--- src/rtl/batch_seq_pkg.sv ---
// ---------------------------------------------------------------------------
// batch_seq_pkg
// Shared types and widths for the batch sequencer and its timer.
//   state_e    : controller states (IDLE, LAUNCH, WAIT, FIN, ERR)
//   ADDR_W     : job address width
//   DATA_W     : job result width
//   SUM_W      : accumulated sum width (holds 16 x max result)
//   CNT_W      : job count width
//   clamp_jobs : min(requested, limit) for the per-batch job count
// ---------------------------------------------------------------------------
package batch_seq_pkg;

  localparam int ADDR_W = 4;
  localparam int DATA_W = 16;
  localparam int SUM_W  = 20;
  localparam int CNT_W  = 5;

  typedef enum logic [2:0] {
    IDLE,
    LAUNCH,
    WAIT,
    FIN,
    ERR
  } state_e;

  function automatic logic [CNT_W-1:0] clamp_jobs(input logic [CNT_W-1:0] req,
                                                  input logic [CNT_W-1:0] limit);
    return (req > limit) ? limit : req;
  endfunction

endpackage

--- src/rtl/batch_sequencer_timer.sv ---
// ---------------------------------------------------------------------------
// seq_timer
// Job timeout counter. Cleared to zero while the controller enters a launch,
// then counts every enabled cycle. expired_o rises once TIMEOUT cycles have
// elapsed since the launch cycle (launch cycle counts as cycle 0), and the
// counter saturates there so it never wraps.
//   clk_i     : clock, rising edge
//   rst_ni    : asynchronous active-low reset
//   clear_i   : force count to zero (priority over enable)
//   enable_i  : count this cycle
//   expired_o : timeout budget used up
// ---------------------------------------------------------------------------
module seq_timer #(
  parameter int TIMEOUT = 255
) (
  input  logic clk_i,
  input  logic rst_ni,
  input  logic clear_i,
  input  logic enable_i,
  output logic expired_o
);

  localparam int            TW   = $clog2(TIMEOUT + 1);
  localparam logic [TW-1:0] LAST = TW'(TIMEOUT - 1);

  logic [TW-1:0] count_q;
  logic [TW-1:0] count_d;

  assign expired_o = (count_q >= LAST);

  always_comb begin
    count_d = count_q;
    if (clear_i) begin
      count_d = '0;
    end else if (enable_i && !expired_o) begin
      count_d = count_q + TW'(1);
    end
  end

  always_ff @(posedge clk_i or negedge rst_ni) begin
    if (!rst_ni) begin
      count_q <= '0;
    end else begin
      count_q <= count_d;
    end
  end

endmodule

--- src/rtl/batch_sequencer.sv ---
// ---------------------------------------------------------------------------
// batch_sequencer
// Runs a batch of jobs on an external compute core: launches each job with a
// one-cycle start pulse at consecutive addresses, waits for the core's finish
// rising edge, and accumulates the sum and maximum of the job results. A job
// that does not finish within TIMEOUT cycles aborts the batch into ERR.
//   clk_i           : clock, rising edge
//   rst_ni          : asynchronous active-low reset
//   go_i            : one-cycle batch request (ignored while busy)
//   first_addr_i    : address of the first job
//   count_i         : jobs requested (clamped to MAX_JOBS, 0 = empty batch)
//   finish_i        : core job-complete level
//   out_i           : core result, valid while finish_i is high
//   start1_o        : one-cycle job launch pulse
//   start_address_o : current job address
//   busy_o          : batch in progress (LAUNCH/WAIT/FIN)
//   done_o          : one-cycle batch-complete pulse
//   err_o           : timeout abort, held until the next accepted go
//   sum_o           : sum of results in current/last batch
//   max_out_o       : max of results in current/last batch
//   jobs_done_o     : results accumulated in current/last batch
// ---------------------------------------------------------------------------
module batch_sequencer
  import batch_seq_pkg::*;
#(
  parameter int TIMEOUT  = 255,
  parameter int MAX_JOBS = 16
) (
  input  logic              clk_i,
  input  logic              rst_ni,
  input  logic              go_i,
  input  logic [ADDR_W-1:0] first_addr_i,
  input  logic [CNT_W-1:0]  count_i,
  input  logic              finish_i,
  input  logic [DATA_W-1:0] out_i,
  output logic              start1_o,
  output logic [ADDR_W-1:0] start_address_o,
  output logic              busy_o,
  output logic              done_o,
  output logic              err_o,
  output logic [SUM_W-1:0]  sum_o,
  output logic [DATA_W-1:0] max_out_o,
  output logic [CNT_W-1:0]  jobs_done_o
);

  localparam logic [CNT_W-1:0] JOB_LIMIT = CNT_W'(MAX_JOBS);

  state_e             state_q, state_d;
  logic [ADDR_W-1:0]  addr_q, addr_d;
  logic [CNT_W-1:0]   remaining_q, remaining_d;
  logic [SUM_W-1:0]   sum_q, sum_d;
  logic [DATA_W-1:0]  max_q, max_d;
  logic [CNT_W-1:0]   jobs_q, jobs_d;
  logic               finish_q;
  logic               done_q;

  logic               finish_edge;
  logic               timer_clear;
  logic               timer_en;
  logic               timer_expired;

  // A finish level left over from the previous job must drop and rise again
  // before it counts, so only a rising edge completes a job.
  assign finish_edge = finish_i & ~finish_q;

  // The timer is zeroed on the way into LAUNCH and runs through LAUNCH and
  // WAIT, so the abort lands TIMEOUT cycles after the start pulse.
  assign timer_clear = (state_d == LAUNCH);
  assign timer_en    = (state_q == LAUNCH) || (state_q == WAIT);

  seq_timer #(
    .TIMEOUT (TIMEOUT)
  ) u_timer (
    .clk_i     (clk_i),
    .rst_ni    (rst_ni),
    .clear_i   (timer_clear),
    .enable_i  (timer_en),
    .expired_o (timer_expired)
  );

  always_comb begin
    state_d     = state_q;
    addr_d      = addr_q;
    remaining_d = remaining_q;
    sum_d       = sum_q;
    max_d       = max_q;
    jobs_d      = jobs_q;
    case (state_q)
      IDLE, ERR: begin
        if (go_i) begin
          sum_d  = '0;
          max_d  = '0;
          jobs_d = '0;
          if (count_i != '0) begin
            addr_d      = first_addr_i;
            remaining_d = clamp_jobs(count_i, JOB_LIMIT);
            state_d     = LAUNCH;
          end else begin
            state_d = FIN;
          end
        end
      end
      LAUNCH: begin
        state_d = WAIT;
      end
      WAIT: begin
        // Completion wins over a timeout landing on the same cycle.
        if (finish_edge) begin
          sum_d       = sum_q + SUM_W'(out_i);
          max_d       = (out_i > max_q) ? out_i : max_q;
          jobs_d      = jobs_q + CNT_W'(1);
          addr_d      = addr_q + ADDR_W'(1);
          remaining_d = remaining_q - CNT_W'(1);
          state_d     = (remaining_q == CNT_W'(1)) ? FIN : LAUNCH;
        end else if (timer_expired) begin
          state_d = ERR;
        end
      end
      FIN: begin
        state_d = IDLE;
      end
      default: begin
        state_d = IDLE;
      end
    endcase
  end

  always_ff @(posedge clk_i or negedge rst_ni) begin
    if (!rst_ni) begin
      state_q     <= IDLE;
      addr_q      <= '0;
      remaining_q <= '0;
      sum_q       <= '0;
      max_q       <= '0;
      jobs_q      <= '0;
      finish_q    <= 1'b0;
      done_q      <= 1'b0;
    end else begin
      state_q     <= state_d;
      addr_q      <= addr_d;
      remaining_q <= remaining_d;
      sum_q       <= sum_d;
      max_q       <= max_d;
      jobs_q      <= jobs_d;
      finish_q    <= finish_i;
      // Registered so the pulse appears with results final and busy low.
      done_q      <= (state_q == FIN);
    end
  end

  assign start1_o        = (state_q == LAUNCH);
  assign busy_o          = (state_q == LAUNCH) || (state_q == WAIT) || (state_q == FIN);
  assign err_o           = (state_q == ERR);
  assign done_o          = done_q;
  assign start_address_o = addr_q;
  assign sum_o           = sum_q;
  assign max_out_o       = max_q;
  assign jobs_done_o     = jobs_q;

endmodule

--- config.mk ---
export PLATFORM = sky130hd
export DESIGN_NAME = batch_sequencer
export DESIGN_NICKNAME = d
export VERILOG_FILES = /design/src/rtl/batch_seq_pkg.sv /design/src/rtl/batch_sequencer_timer.sv /design/src/rtl/batch_sequencer.sv
export SDC_FILE = /design/constraint.sdc
export NUM_CORES = 1
export LEC_CHECK = 0
export ABC_AREA = 1
export CAP_MARGIN = 5
export CORE_ASPECT_RATIO = 1.4
export CORE_MARGIN = 2
export CORE_UTILIZATION = 54
export DETAILED_ROUTE_END_ITERATION = 8
export GPL_TIMING_DRIVEN = 0
export HOLD_SLACK_MARGIN = 0.15
export PLACE_DENSITY = 0.87
export SLEW_MARGIN = 0
export SYNTH_ARGS = -nofsm -noshare
export SYNTH_HDL_FRONTEND = slang
export SYNTH_HIERARCHICAL = 1
export SYNTH_SLANG_ARGS = --single-unit
--- constraint.sdc ---
create_clock -name clk_i -period 2.5 [get_ports clk_i]
set_clock_uncertainty 0.15 [all_clocks]
set_input_delay 0.25 -clock clk_i [delete_from_list [all_inputs] [get_ports clk_i]]
set_output_delay 0.25 -clock clk_i [all_outputs]
set_load 0.02 [all_outputs]
# == Yosys cells after proc, flatten, opt, wreduce, memory -nomap -nowiden ==
# Cells that the tools add are included.
# word_totals
ff_bits,63
input_bits,29
output_inout_bits,49
elab_cells,68
# op_classes
n_addsub,5
magnitude_cmp,3
n_eq_ne,10
muxes,27
n_bitwise,2
reduce_logical,12
# op_table
cell,count
16-bit 2-to-1 mux,3
20-bit 2-to-1 mux,2
20-bit one-hot mux with 2 select lines,1
16-bit one-hot mux with 2 select lines,1
5-bit 2-to-1 mux,6
20-bit by 16-bit adder with 20-bit output,1
5-bit one-hot mux with 2 select lines,2
16-bit greater-than comparator,1
8-bit 2-to-1 mux,2
4-bit 2-to-1 mux,3
3-bit 2-to-1 mux,3
3-bit one-hot mux with 3 select lines,1
"8-bit by 1-bit adder with 8-bit output, second input constant",1
"8-bit >= comparator, second input constant",1
"2-bit inequality test, second input constant",4
4-bit one-hot mux with 2 select lines,1
4-bit AND reduction,2
"3-bit by 1-bit == test with 1-bit output, second input constant",2
"3-bit by 2-bit == test with 1-bit output, second input constant",2
"5-bit by 1-bit adder with 5-bit output, second input constant",1
"5-bit by 1-bit == test with 1-bit output, second input constant",1
"5-bit greater-than comparator, second input constant",1
5-bit nonzero test,1
"5-bit by 1-bit subtractor with 5-bit output, second input constant",1
other kinds (12),15

# == Depth between registers and ports, before layout ==
# Gate-level depths: netlist of the first run.
# logic_depth
ltp_word,6
ltp_mapped,16
ltp_nobuf,16

# == By module ==
# The synthesis of the first run kept the hierarchy.
# modules_own_cells
mod,instances,cells_per_inst,area_each_um2,seq_area_each_um2
batch_sequencer,1,546,3980.1,1376.3
seq_timer,1,68,510.5,200.2

# == Worst setup path after synthesis of the first run ==
# OpenSTA, ideal clock, no wires.
# synth_timing
path_type,reg-to-reg
from,reg u_timer.count_q[0]
to,reg u_timer.count_q[2]
setup_time_ps,119
arrival_time_ps,1891
required_time_ps,2231
setup_slack_ps,340
stages_incl_launch_ff,16
path_buffers,0
synth_period_minus_slack_ps,2160
cell_sequence,dfrtp_1 inv_1 ha_1 nor2_1 nor2_2 nand2_4 inv_1 nor2_1 nand2_1 o21ai_0 a21oi_1 nand2_1 nor2_1 clkinv_1 nand3_1 nand2_1
# synth_between
elab_chain_cells,6
elab_cells_between_ends,11
classes_between,add/sub (1); order compare (1); eq/ne (1); mux (5); reduce/logical (3)
# synth_rtl
element,line_no,source
start: declaration,batch_sequencer_timer.sv:26,logic [TW-1:0] count_q;
start signal: assignment,batch_sequencer_timer.sv:44,count_q <= count_d;
8-bit >= comparator (*),batch_sequencer_timer.sv:29,assign expired_o = (count_q >= LAST);
net timer_expired,batch_sequencer.sv:60,logic timer_expired;
3-bit 2-to-1 mux (*),batch_sequencer.sv:115,end else if (timer_expired) begin
3-bit 2-to-1 mux (*),batch_sequencer.sv:108,if (finish_edge) begin
3-bit one-hot mux with 3 select lines (*),batch_sequencer.sv:88,case (state_q)
net state_d[1],batch_sequencer.sv:48,"state_e state_q, state_d;"
3-bit by 1-bit == test with 1-bit output (*),batch_sequencer.sv:68,assign timer_clear = (state_d == LAUNCH);
net timer_clear,batch_sequencer.sv:58,logic timer_clear;
8-bit 2-to-1 mux / 2-bit nonzero test (equally long branches),n/a,
# Mark *: on every way through the listed nets, which the timed path passes. The rest lies on a longest branch. The select of a mux whose other input is x is not followed.
# A chain may end at the register's enable or synchronous reset.

# == Worst setup path after layout of the first run ==
# layout_timing
from,reg u_timer.count_q[0]
to,reg u_timer.count_q[3]
# The elaborated chain is that of the path after synthesis.

==> flow_summary.toml, run 1 <==
[worst_setup_path]
worstSetupStartpoint = "u_timer/count_q[0]$_DFFE_PN0P_"
critPathLaunchType = "flop"
crit_path_cell_trace = "inv_1 > ha_1 > nor2_1 > nor2_2 > nand2_4 > inv_1 > nor2_1 > nand2_1 > o21ai_0 > a21oi_1 > nand2_1 > nor2_4 > clkinv_2 > nand2_2 > nand2_1 > nand2_1"
cp-endpoint = "u_timer/count_q[3]$_DFFE_PN0P_"
critPathSlowestCell = "dfrtp_1"
r2r_setup_slack_ns = 0.21
cpMostUsedCell = "nand2_1"
timing.rr.start = "u_timer/count_q[0]$_DFFE_PN0P_"
arrival_ns = 2.41
path_class = "flop to flop"
r2r-end = "u_timer/count_q[3]$_DFFE_PN0P_"
path_max_fanout = 9
worst-r2r-cell-count = 16
slowest_delay_ns = 0.41
crit_required_ns = 2.62
worstSetupEndpointType = "flop"

[sta]
slew_headroom_pct = 46.96
holdWs_ns = 0.2472
max_freq_mhz = 436.4
finalCritPeriodShare_pct = 91.65
post-route-min-period_ns = 2.291
worst_pin_slew_ns = 0.7956
drv_slew = 0
rsz0062_at_grt = "false"
finalHoldViolCount = 0
setup_viol = 0

[cts]
path_clk_slew_ns = 0.05
insertion_delay_ns = 0.33
cts_setup_buffers = 0
root_buffer = "clkbuf_16"
clock_path_buffers = 2
clock-sinks = 63
cts_tree = "yes"
cts_made_buffers = 9
cts_max_level = 3

[layout]
most-common-layout-cells = "nand2_1 (174), clkdlybuf4s50_1 (76), inv_1 (75)"
fin_nets = 771
antenna_cells = 0
fin_area_um2 = 5663
fillers = 645
final_common_cell = "nand2_1"
synthToLayoutAreaGrowth_pct = 26.11
drive_gt1_share_pct = 7.345

[global_route]
antenna_found_initial = 0
grt_max_degree = 64
grtUsageTotal_pct = 27.18
grt_pass1_wl_um = 19280
gr-total-overflow = 0
grt_pass1_vias = 4342

[outcome]
outcome = "finished clean"

[pwr]
power.density_nw_per_um2 = 1003
p_leak_nw = 2.881
vdd_drop_max_uv = 650.2

[floorplan]
start_util_pct = 55.44
placementRows = 39
die_height_um = 111.9
pin_count = 78
core_area_um2 = 8100
die-area_um2 = 9072
die_x_um = 81.07

[detailed_routing]
drt-total-wl_um = 11400
ant_nets = 0
routedWlPerCell_um = 14.08
drt-initial-drc-count = 304
dr.pass1.iters = 5
vias_per_cell = 5.395
vias = 4370
drc = 0

[yosys]
synth_top_area_cell = "dfrtp_1"
yosysWarnings = 6
synthesis.nets = 682
synth_area_leaders = "dfrtp_1 (35%), nand2_1 (15%), ha_1 (11%), inv_1 (6.3%), nand3_1 (6.0%)"
ys.flop_type = "dfrtp_1"
avgSynthCellArea_um2 = 7.314
synth_edf_count = 0
synth-seq-cells = 63
netlist_instances = 614
synth_area_um2 = 4491
yosysTopAreaCellShare_pct = 35.11
yosysSeqAreaShare_pct = 35.11
synth_cell_type_count = 42
async_flop_share_pct = 100.0

[placement]
dp_hpwl_um = 8638
port_buffers = 77
placed_area_um2 = 5386
place.gp.congestion = 0.8871

[worst_hold_path]
hold_class = "primary input to flop"
min_from = "finish_i"
min_delay_path_depth = 1

[flow_run]
cap_violations = 0
## cell usage after synthesis (2+ instances only)
cell      count
nand2_4       2
or2_2         3
nand2_2       2
o21ai_0      27
clkbuf_1      3
buf_6         5
buf_2         3
o21bai_1      3
nor3_1        8
ha_1         38
nand2_1     174
xnor2_1       2
nand4_1      21
xor2_1        5
nor2_2        3
nor2_4        2
inv_1        75
o21ai_1       2
nand3_1      54
o22ai_1       5
nand3b_1      3
nor2_1       50
nor2_8        2
a22o_1        2
inv_2         7
a21oi_1      35
dfrtp_1      63
## layout make-up
type | count | area (um^2) | share of cell area (%)
tap | 102 | 127.6 | 2.254
clock inverter | 5 | 25.02 | 0.4419
multi-input combinational | 456 | 2520 | 44.50
timing repair buffer | 78 | 778.2 | 13.74
clock buffer | 11 | 232.7 | 4.110
sequential | 63 | 1577 | 27.84
buffer | 12 | 90.09 | 1.591
inverter | 83 | 312.8 | 5.524
## kinds of logic (layout without fill, tap and decap cells)
family                   count (synthesis)  in the layout  synth area share [%]
flip-flops                              63             63                 35.11
AND/OR/NAND/NOR                        331            331                 33.94
adder cells (fa/ha/maj)                 39             39                 11.03
AO/OA/AOI/OAI                           79             79                 9.613
buffers and inverters                   95            189                 8.944
XOR/XNOR                                 7              7                 1.365
## repair_timing
item                                   4_1_cts  5_1_grt
gates resized for setup                      1        2
hold buffers                                 1        0
setup endpoints to repair                    7        7
endpoints found under the hold margin       63        0
## power breakdown
group	switching, mW	internal, mW	total, mW
combinational	1.83	1.18	3.00
clock	0.429	0.660	1.09
sequential	0.279	1.31	1.59
## worst min path at each step
stage | end | slack (ns)
floorplan | done_o$_DFF_PN0_ | -0.20
global placement | done_o$_DFF_PN0_ | 0.34
detailed placement | max_out_o[4]$_DFFE_PN0P_ | 0.24
CTS | finish_q$_DFF_PN0_ | 0.24
global route | finish_q$_DFF_PN0_ | 0.25
finish | finish_q$_DFF_PN0_ | 0.25
## metal layers
layer	up-vias	part of all wire [%]	global-route usage [%]
li1	2198	-	-
met4	0	3.0	11.86
met2	128	53	48.37
met3	27	4.6	5.997
met1	2017	40	30.25
met5	-	0	0
## worst max-delay path, delay by kind of cell, from the launching register on
| family | cells | cell delay (ns) |
|---|---|---|
| and+or+nand+nor | 10 | 0.92 |
| buffers and inverters | 3 | 0.36 |
| adders and majority gates | 1 | 0.14 |
| DFF | 1 | 0.41 |
| AOI/OAI and AO/OA | 2 | 0.24 |
## flip-flops by register name (all words and copies together), names as in the netlist
| name | cells |
|---|---|
| state_q | 3 |
| sum_o | 20 |
| finish_q | 1 |
| remaining_q | 5 |
| jobs_done_o | 5 |
| max_out_o | 16 |
| start_address_o | 4 |
| u_timer/count_q | 8 |
| done_o | 1 |
## through the flow
step / utilization, % / std cells / worst slack [ns] / power (mW) / TNS (ns)
after floorplan: - / 614 / 0.3398 / 3.525 / 0
after global placement: 66.53 / 793 / -1.023 / 4.436 / -66.19
after detailed placement: 66.50 / 793 / -0.3660 / 4.542 / -2.857
after CTS: 69.82 / 810 / 0.02317 / 5.673 / 0
after global routing: 69.91 / 810 / 0.02536 / 6.143 / 0
final: 69.91 / 810 / 0.2088 / 5.682 / 0
No activity file was read; power rests on OpenSTA's default activity.
==> run 2: changes to the inputs <==
Settings changed: GPL_ROUTABILITY_DRIVEN from default to 0.
==> run 2 against run 1 <==
  * Routed wire length rose by 5.1%
  * Design area increased by 0.51%
  * Flip-flop and latch count is the same
  * Sequential power about the same
  * First-iteration DRC count down 4.9%
  * Clock-buffer cell count grew 1
  * Fmax fell by 1.5%
  * Highest routed layer unchanged
  * Hold slack worse by 0.0073 ns
==> flow_summary.toml, run 2 (same netlist as run 1, synthesis figures left out) <==
[detailed_routing]
drt-total-wl_um = 11990
drc = 0
vias = 4568
drt-initial-drc-count = 289
dr.pass1.iters = 5
vias_per_cell = 5.640
ant_nets = 0
routedWlPerCell_um = 14.80

[global_route]
met1_usage_pct = 29.83
gr-total-overflow = 0
gr-max-usage-layer = "met2"
grtUsageTotal_pct = 27.48
grt_max_degree = 64
grt_use_met2_pct = 50.25
grt_use_met3_pct = 5.429
antenna_found_initial = 0
grt_pass1_vias = 4474
grt_pass1_wl_um = 19530

[cts]
cts_max_level = 3
root_buffer = "clkbuf_16"
cts_tree = "yes"
cts_made_buffers = 9
clock-sinks = 63
path_clk_slew_ns = 0.05
insertion_delay_ns = 0.33
clock_path_buffers = 2

[layout]
fin_area_um2 = 5692
synthToLayoutAreaGrowth_pct = 26.75
final_common_cell = "nand2_1"
final_util_pct = 70.27
final_cells = 810
antenna_cells = 0
largest_reg_flops = 20
most-common-layout-cells = "nand2_1 (174), clkdlybuf4s50_1 (76), inv_1 (75)"
drive_gt1_share_pct = 7.345
fin_nets = 771

[worst_setup_path]
crit_required_ns = 2.62
path_max_fanout = 9
arrival_ns = 2.45
worstSetupEndpointType = "flop"
path_class = "flop to flop"
critPathLaunchType = "flop"

[pwr]
p_leak_nw = 2.893
total_power_mw = 5.868
vdd_drop_max_uv = 597.7
power.density_nw_per_um2 = 1031

[sta]
post-route-min-period_ns = 2.326
finalHoldViolCount = 0
finalCritPeriodShare_pct = 93.03
slew_headroom_pct = 45.52
drv_slew = 0
max_freq_mhz = 430.0
rsz0062_at_grt = "false"
setup_viol = 0
worst_pin_slew_ns = 0.8173

[floorplan]
placementRows = 39
die-area_um2 = 9072
die_height_um = 111.9
core_area_um2 = 8100
die_x_um = 81.07
start_util_pct = 55.44
pin_count = 78

[placement]
dp_cells = 793
port_buffers = 77
dp_hpwl_um = 8669
placed_area_um2 = 5386

[worst_hold_path]
hold_class = "primary input to flop"

[outcome]
outcome = "finished clean"

[flow_run]
cap_violations = 0
==> run 2: report_power, final <==
part	internal, mW	switching [mW]	leakage (nW)
clock network	0.793	0.440	0.146
registers	1.31	0.285	0.848
logic	1.17	1.87	1.90
==> run 2: cell type report <==
class	count	area (um^2)
Sequential cell	63	1577
Multi-Input combinational cell	456	2515
Inverter	83	312.8
Clock inverter	4	45.04
Clock buffer	12	246.5
Buffer	12	90.09
Timing Repair Buffer	78	778.2
Tap cell	102	127.6
Fill cell	675	2409
==> run 2: final timing paths <==
path	slack (ns)	from	to	cells past startpoint
max in group asynchronous	1.26	rst_ni	u_timer/count_q[3]$_DFFE_PN0P_	2
hold / removal	0.24	finish_i	finish_q$_DFF_PN0_	1
setup reg to reg	0.17	u_timer/count_q[0]$_DFFE_PN0P_	u_timer/count_q[4]$_DFFE_PN0P_	16
hold reg to reg	0.35	state_q[2]$_DFF_PN0_	done_o$_DFF_PN0_	1
min in group asynchronous	0.40	rst_ni	max_out_o[4]$_DFFE_PN0P_	2
setup / recovery	0.17	u_timer/count_q[0]$_DFFE_PN0P_	u_timer/count_q[4]$_DFFE_PN0P_	16
==> run 2: routing by layer <==
layer / up-vias / part of all wire [%]
met2: 154 / 54
met3: 34 / 4.2
met4: 0 / 3.1
met5: - / 0
li1: 2189 / -
met1: 2191 / 39
==> run 2: metrics by stage <==
stage | setup slack (ns) | hold WS, ns | TNS [ns]
after global placement | -1.048 | 0.3406 | -67.57
after CTS | 0.06424 | 0.2308 | 0
after floorplan | 0.3398 | -0.1956 | 0
after global routing | 0.006107 | 0.2448 | 0
final | 0.1744 | 0.2399 | 0
after detailed placement | -0.3227 | 0.2419 | -2.617
==> run 2: what timing repair did <==
| item | in CTS | in global routing |
|---|---|---|
| endpoints found under the setup margin | 5 | 7 |
| pin swaps | 0 | 0 |
| hold endpoints to repair | 63 | 0 |
| setup buffers | 0 | 0 |
| resized for setup | 1 | 1 |
| hold buffers | 1 | 0 |
| cloned | 0 | 0 |
==> run 2: worst max-delay path, cell delays in order (launching register included) <==
cell      delay, ns
dfrtp_1        0.40
inv_1          0.09
ha_1           0.15
nor2_1         0.05
nor2_2         0.13
nand2_4        0.11
inv_1          0.09
nor2_1         0.05
nand2_1        0.05
o21ai_0        0.09
a21oi_1        0.14
nand2_1        0.10
nor2_2         0.22
clkinv_2       0.19
nand2_2        0.12
nand2_1        0.06
nand2_1        0.06
